--- config.mk ---
export PLATFORM = sky130hd
export DESIGN_NAME = fifo64_unpacker
export DESIGN_NICKNAME = d
export VERILOG_FILES = /design/src/rtl/fifo64_unpacker.sv
export SDC_FILE = /design/constraint.sdc
export NUM_CORES = 1
export LEC_CHECK = 0
export CAP_MARGIN = 20
export CORE_MARGIN = 2
export CORE_UTILIZATION = 41
export CTS_CLUSTER_SIZE = 12
export DETAILED_ROUTE_END_ITERATION = 16
export PLACE_DENSITY = 0.76
export SYNTH_ARGS = -nofsm -noshare
export SYNTH_HDL_FRONTEND = slang
export SYNTH_SLANG_ARGS = --single-unit
export TNS_END_PERCENT = 1
--- constraint.sdc ---
create_clock -name i_clock -period 1.5 [get_ports i_clock]
set_clock_uncertainty 0.05 [all_clocks]
set_input_delay 0.15 -clock i_clock [delete_from_list [all_inputs] [get_ports i_clock]]
set_output_delay 0.15 -clock i_clock [all_outputs]
set_load 0.01 [all_outputs]
--- src/rtl/fifo64_unpacker.sv ---
// fifo64_unpacker: drains a 64-bit FIFO (1-cycle read latency) into a 32-bit valid/ready stream.
// Optional macro FIFO64_UNPACKER_PREFETCH_EN adds a one-entry prefetch register for 1 word/cycle.
module fifo64_unpacker #(
    parameter bit HIGH_FIRST = 1'b0
) (
    input  logic        i_clock,
    input  logic        i_reset_n,
    input  logic        i_fifo_empty,
    output logic        o_fifo_read,
    input  logic [63:0] i_fifo_rdata,
    output logic        o_valid,
    input  logic        i_ready,
    output logic [31:0] o_data,
    output logic        o_last,
    output logic [15:0] o_word_count
);
    localparam logic [1:0] ST_IDLE   = 2'd0;
    localparam logic [1:0] ST_FETCH  = 2'd1;
    localparam logic [1:0] ST_FIRST  = 2'd2;
    localparam logic [1:0] ST_SECOND = 2'd3;

    logic [1:0]  state_r;
    logic [1:0]  state_nxt_s;
    logic [63:0] hold_r;
    logic [15:0] word_count_r;
    logic        handshake_s;
    logic [31:0] first_half_s;
    logic [31:0] second_half_s;

`ifdef FIFO64_UNPACKER_PREFETCH_EN
    logic [63:0] next_r;
    logic        next_valid_r;
    logic        inflight_r;
    logic        pf_issue_s;
`endif

    assign o_valid       = (state_r == ST_FIRST) || (state_r == ST_SECOND);
    assign o_last        = (state_r == ST_SECOND);
    assign o_word_count  = word_count_r;
    assign handshake_s   = o_valid & i_ready;
    assign first_half_s  = HIGH_FIRST ? hold_r[63:32] : hold_r[31:0];
    assign second_half_s = HIGH_FIRST ? hold_r[31:0]  : hold_r[63:32];

    // Output word select; zero outside the two emitting states
    always_comb begin
        o_data = 32'd0;
        case (state_r)
            ST_FIRST:  o_data = first_half_s;
            ST_SECOND: o_data = second_half_s;
            default:   o_data = 32'd0;
        endcase
    end

    // Next-state and read-strobe decode; a read is never issued while the FIFO is empty
    always_comb begin
        state_nxt_s = state_r;
        o_fifo_read = 1'b0;
`ifdef FIFO64_UNPACKER_PREFETCH_EN
        pf_issue_s  = 1'b0;
`endif
        case (state_r)
            ST_IDLE: begin
                if (!i_fifo_empty) begin
                    o_fifo_read = 1'b1;
                    state_nxt_s = ST_FETCH;
                end else begin
                    state_nxt_s = ST_IDLE;
                end
            end
            ST_FETCH: state_nxt_s = ST_FIRST;
            ST_FIRST: begin
`ifdef FIFO64_UNPACKER_PREFETCH_EN
                pf_issue_s  = !next_valid_r && !inflight_r && !i_fifo_empty;
                o_fifo_read = pf_issue_s;
`endif
                if (handshake_s) begin
                    state_nxt_s = ST_SECOND;
                end else begin
                    state_nxt_s = ST_FIRST;
                end
            end
            ST_SECOND: begin
                if (handshake_s) begin
`ifdef FIFO64_UNPACKER_PREFETCH_EN
                    if (next_valid_r || inflight_r) begin
                        state_nxt_s = ST_FIRST;
                    end else if (!i_fifo_empty) begin
                        o_fifo_read = 1'b1;
                        state_nxt_s = ST_FETCH;
                    end else begin
                        state_nxt_s = ST_IDLE;
                    end
`else
                    if (!i_fifo_empty) begin
                        o_fifo_read = 1'b1;
                        state_nxt_s = ST_FETCH;
                    end else begin
                        state_nxt_s = ST_IDLE;
                    end
`endif
                end else begin
`ifdef FIFO64_UNPACKER_PREFETCH_EN
                    pf_issue_s  = !next_valid_r && !inflight_r && !i_fifo_empty;
                    o_fifo_read = pf_issue_s;
`endif
                    state_nxt_s = ST_SECOND;
                end
            end
            default: state_nxt_s = ST_IDLE;
        endcase
    end

    // State register and handed-off word counter
    always_ff @(posedge i_clock or negedge i_reset_n) begin
        if (!i_reset_n) begin
            state_r      <= ST_IDLE;
            word_count_r <= 16'd0;
        end else begin
            state_r <= state_nxt_s;
            if (handshake_s) begin
                word_count_r <= word_count_r + 16'd1;
            end
        end
    end

`ifdef FIFO64_UNPACKER_PREFETCH_EN
    // Hold/next registers: prefetched data goes straight to hold when the entry boundary coincides
    always_ff @(posedge i_clock or negedge i_reset_n) begin
        if (!i_reset_n) begin
            hold_r       <= 64'd0;
            next_r       <= 64'd0;
            next_valid_r <= 1'b0;
            inflight_r   <= 1'b0;
        end else begin
            if (state_r == ST_FETCH) begin
                hold_r <= i_fifo_rdata;
            end else if ((state_r == ST_SECOND) && handshake_s && next_valid_r) begin
                hold_r       <= next_r;
                next_valid_r <= 1'b0;
            end else if ((state_r == ST_SECOND) && handshake_s && inflight_r) begin
                hold_r     <= i_fifo_rdata;
                inflight_r <= 1'b0;
            end else if (inflight_r) begin
                next_r       <= i_fifo_rdata;
                next_valid_r <= 1'b1;
                inflight_r   <= 1'b0;
            end else if (pf_issue_s) begin
                inflight_r <= 1'b1;
            end
        end
    end
`else
    // Hold register loads on the cycle after the read strobe
    always_ff @(posedge i_clock or negedge i_reset_n) begin
        if (!i_reset_n) begin
            hold_r <= 64'd0;
        end else if (state_r == ST_FETCH) begin
            hold_r <= i_fifo_rdata;
        end
    end
`endif

endmodule

# --- Word-level counts from Yosys, hierarchy flattened ---
# Cells that the tools add are included.
classes:
  n_eq_ne: 3
  n_reduce_logical: 2
  muxes: 8
  bitwise_logic: 1
  n_addsub: 1
ops:
  columns: ["op", "n"]
  rows:
  - ["32-bit case mux with 2 select lines", 1]
  - ["16-bit by 1-bit adder with 16-bit output (second input constant)", 1]
  - ["2-bit case mux with 4 select lines", 1]
  - ["2-bit equality test (second input constant)", 2]
  - ["1-bit 2-to-1 mux", 4]
  - ["2-bit by 1-bit equality test with 1-bit output (second input constant)", 1]
  - ["2-bit logical NOT", 1]
  - ["2-bit 2-to-1 mux", 1]
  - ["1-bit case mux with 2 select lines", 1]
  - ["1-bit bitwise AND", 1]
  - ["1-bit logical OR", 1]
word_totals:
  output_inout_bits: 51
  wordCells: 18
  input_bits: 68
  reg_bits: 82

# --- Logic depth before layout (Yosys ltp) ---
# Gate-level depths: netlist of the first run.
logic_depth:
  ltp_word: 5
  mapped_depth: 7
  ltp_nobuf: 6

# --- Least setup slack after synthesis of the first run ---
# OpenSTA, ideal clock, no wires.
synth_timing:
  path_kind: "reg-to-reg"
  from: "register state_r[0]"
  to: "register word_count_r[14] (netlist: o_word_count[14])"
  required_time_ns: 1.325
  path_slack_ns: -0.117
  n_path_buf: 1
  t_arrival_ns: 1.442
  path_stages_with_launch: 8
  path_cell_list: "dfrtp_1 -> inv_1 -> ha_1 -> buf_4 -> o2111ai_2 -> nor3_2 -> nand3_1 -> xnor2_1"
synth_between:
  elab_chain_cells: 3
  elab_cells_between_ends: 4
  cone_classes: "2 x eq/ne; 1 x bitwise; 1 x reduce/logical"
synth_lines:
  columns: ["item", "line_no", "text"]
  rows:
  - ["start: declaration", "22", "logic [1:0] state_r;"]
  - ["start signal: assignment", "119", "state_r <= state_nxt_s;"]
  - ["2-bit equality test", "37", "assign o_valid = (state_r == ST_FIRST) || (state_r == ST_SECOND);"]
  - ["1-bit logical OR *", "37", null]
  - ["1-bit bitwise AND *", "40", "assign handshake_s = o_valid & i_ready;"]
  - ["end signal: assignment", "121", "word_count_r <= word_count_r + 16'd1;"]
  - ["end: declaration", "25", "logic [15:0] word_count_r;"]
# Mark *: on every way between the ends. The rest lies on a longest branch, timed or not.
# A chain may end at the register's enable or synchronous reset.

# --- Final worst setup path of the first run ---
layout_timing:
  from: "register state_r[0]"
  to: "output o_data[31]"
layout_between:
  elab_chain_cells: 2
  elab_cells_between_ends: 3
  cone_classes: "2 x eq/ne; 1 x mux"
layout_lines:
  columns: ["item", "line_no", "text"]
  rows:
  - ["2-bit equality test", "47", "case (state_r)"]
  - ["32-bit case mux with 2 select lines *", "47", null]
  - ["end: declaration", "13", "output logic [31:0] o_data,"]
# Marks and branches as above.

==> metrics, run 1 <==
Period Utilization, post-route 1.189; Core Util, Final 0.6187; Final setup viols 113; gr ovfl total 0; CTS tree done; FF-to-FF Start state_r[0]; top-area cell type share of the netlist area 0.5754; Sink Count 82; routed wl met3 a little under 700 um; Seq/Total Area, Yosys 0.5754; routed length per placed instance 16.52 um; Pre-antenna DRT Iters 4; largest cells by area after synthesis dfrtp_1 (58%), mux2_2 (20%), a22o_1 (7.9%); layout cells sized above 1 0.3930; Core Rows 34; Final Hold Viols 0; antenna violations before repair 0; DR iter-0 viols 45; Arr. time, crit path about 1.6 ns; post-route insts no fill slightly above 500; TritonCTS Buffers 9; post-route ant nets 0; Crit Reg-Reg Endpoint o_word_count[14]; CP startpoint kind register; Worst R2R Setup Slack -0.21 ns; failing checks setup timing; Post-Syn Nets between 300 and 400; placed cells just under 500; GPL Wtd Cong between 0.7 and 0.8; fraction of registers with async set/reset 1.000; status finished, violations left; fin crit period around 1.8 ns; Post-Syn Area about 3600 sq um; final worst slack -0.2838 ns; Placed Area slightly above 5000 sq um; slew margin rel. 0.7126; CTS root buf clkbuf_8; Max Slew Vio Count 0; # H-tree levels 3; die area between 9000 and 10000 sq um; Worst Setup End Kind output pin; Port Buf Inserts ~120; top sig layer met4; min-delay worst type primary input to async pin; Worst EP required approximately 1.3 ns; Post-synth top flop dfrtp_1; Total GRT Usage 0.1785; Syn-to-layout area delta 49.09%; maximum number of pins on one net before global-route repair slightly above 80; critical path class register to output pin; I/O pins 119; Die H ~100 um; Max IR drop VDD a little under 0.0008 V; reg2reg path depth 8; critical-path maximum fanout 8; Unique masters post-synth 27; WHS ~0.33 ns; met1 WL 3.530 mm; CTS clk-pin slew, worst paths 0.08 ns; DRC viols 0; PwrDens 1911 nW/um^2; metal2 WL 4.132 mm; DP HPWL 5.826 mm; max_cap viols 0; antenna cell count 0; first-pass GRT wire length roughly 14 mm; yosys warns 0; EDFF count, synth 0; leak pwr 2.464 nW; Mapped Cells 254; design area between 5000 and 6000 sq um; routed vias/inst around 5; clock buffer depth 2; Yosys top cell by area dfrtp_1; Final nets roughly 470; Tightest Pin Transition approximately 0.43 ns; total number of vias ~2600; vias in the first global route 2793; max frequency about 560 MHz; unrepaired setup endpoints after global routing yes; syn avg cell area between 10 and 15 sq um; Die Width slightly below 100 um; Routed WL ~8.4 mm; core area about 8600 sq um; flops & latches, synth just over 80; Clock Latency Late Sink roughly 0.34 ns; initial core utilization 0.4150; setup TNS -16.91 ns
state kept, by name (all words and copies together) (netlist names):
| signal | count |
|---|---|
| hold_r | 64 |
| o_word_count | 16 |
| state_r | 2 |
where the power goes:
| part | leakage (nW) | internal [W] | switching [W] | total [W] |
|---|---|---|---|---|
| logic | 1.36 | 0.00275 | 0.00185 | 0.00460 |
| registers | 0.990 | 0.00321 | 0.000607 | 0.00382 |
| clock network | 0.110 | 0.00102 | 0.000723 | 0.00175 |
| total | 2.46 | 0.00698 | 0.00318 | 0.0102 |
critical path, stage by stage, from the launching register on:
cell and delay, ns:
dfrtp_1 0.41, inv_2 0.08, ha_4 0.17, buf_12 0.13
buf_8 0.13, a22o_1 0.18, buf_2 0.14
cell usage after synthesis, drive strengths merged, types with 2 or more instances:
cell,number
dfrtp,82
mux2,64
a22o,32
xnor2,12
buf,9
nand3,8
nand2,7
clkbuf,6
ha,6
o21ai,6
and3,4
nand4,3
xor2,3
inv,2
nor2,2
nor3,2
cell families (layout without fill, tap and decap cells):
kind of cell             count (synthesis)  count (layout)  share of synthesized area
flip-flops                              82              82                     0.5754
buffers and inverters                   17             165                    0.02351
XOR/XNOR                                15              15                    0.03684
multiplexers                            64              64                     0.2021
AO/OA/AOI/OAI                           41              41                    0.09579
AND/OR/NAND/NOR                         29              29                    0.04526
adder cells (fa/ha/maj)                  6               6                    0.02105
stage by stage:
stage                     total power, W  setup WS, ns
after floorplan                 0.006287      -0.01957
after global placement          0.008219       -0.2673
after detailed placement        0.008381       -0.3369
after CTS                        0.01001       -0.3070
after global routing             0.01082       -0.3619
final                            0.01016       -0.2838
layer usage:
metal  vias up  GRT usage
li1       1207          -
met1      1288     0.2154
met2        81     0.3002
met3         7    0.06331
met4         0    0.05769
met5         -          0
final cells by class:
class                      count  area (sq um)
clock buffer                  13         158.9
multi-input combinational    155          1550
tap                          108         135.1
clock inverter                 2         60.06
sequential                    82          2056
fill                         684          3277
timing repair buffer         148          1346
inverter                       2         10.01
cell usage in the layout (no fill, tap or decap), types with 4 or more instances in the layout:
cell	instances
dfrtp_1	79
clkdlybuf4s50_1	66
mux2_2	52
a22o_1	32
buf_2	30
buf_4	19
dlygate4sd2_1	14
mux2_4	12
xnor2_1	12
clkbuf_8	11
nand3_1	8
buf_6	7
nand2_1	6
buf_12	5
o21ai_0	4
repair_timing:
| action | CTS | global route |
|---|---|---|
| resized for setup | 172 | 26 |
| buffers inserted | 4 | 5 |
| pin swaps | 13 | 12 |
| setup endpoints to repair | 129 | 118 |
| endpoints found under the hold margin | 82 | 0 |
| hold buffers | 1 | 0 |
| cloned | 0 | 0 |
worst max path at each step:
stage | start | end | slack (ns) | depth (start not counted)
3_3_place_gp | state_r[0] | o_valid | -0.27 | 5
4_1_cts | state_r[0] | o_data[1] | -0.31 | 5
3_5_place_dp | state_r[1] | o_data[9] | -0.34 | 4
5_1_grt | state_r[0] | o_data[31] | -0.36 | 6
2_1_floorplan | state_r[1] | hold_r[0] | -0.02 | 5
6_report | state_r[0] | o_data[31] | -0.28 | 6
(Power assumes the default switching activity.)
==> run 2, diff against run 1 <==
Settings changed: GPL_ROUTABILITY_DRIVEN set to 0.
==> results of run 2 <==
Same layout as run 1: the final DEF is identical, and so are final timing and power.
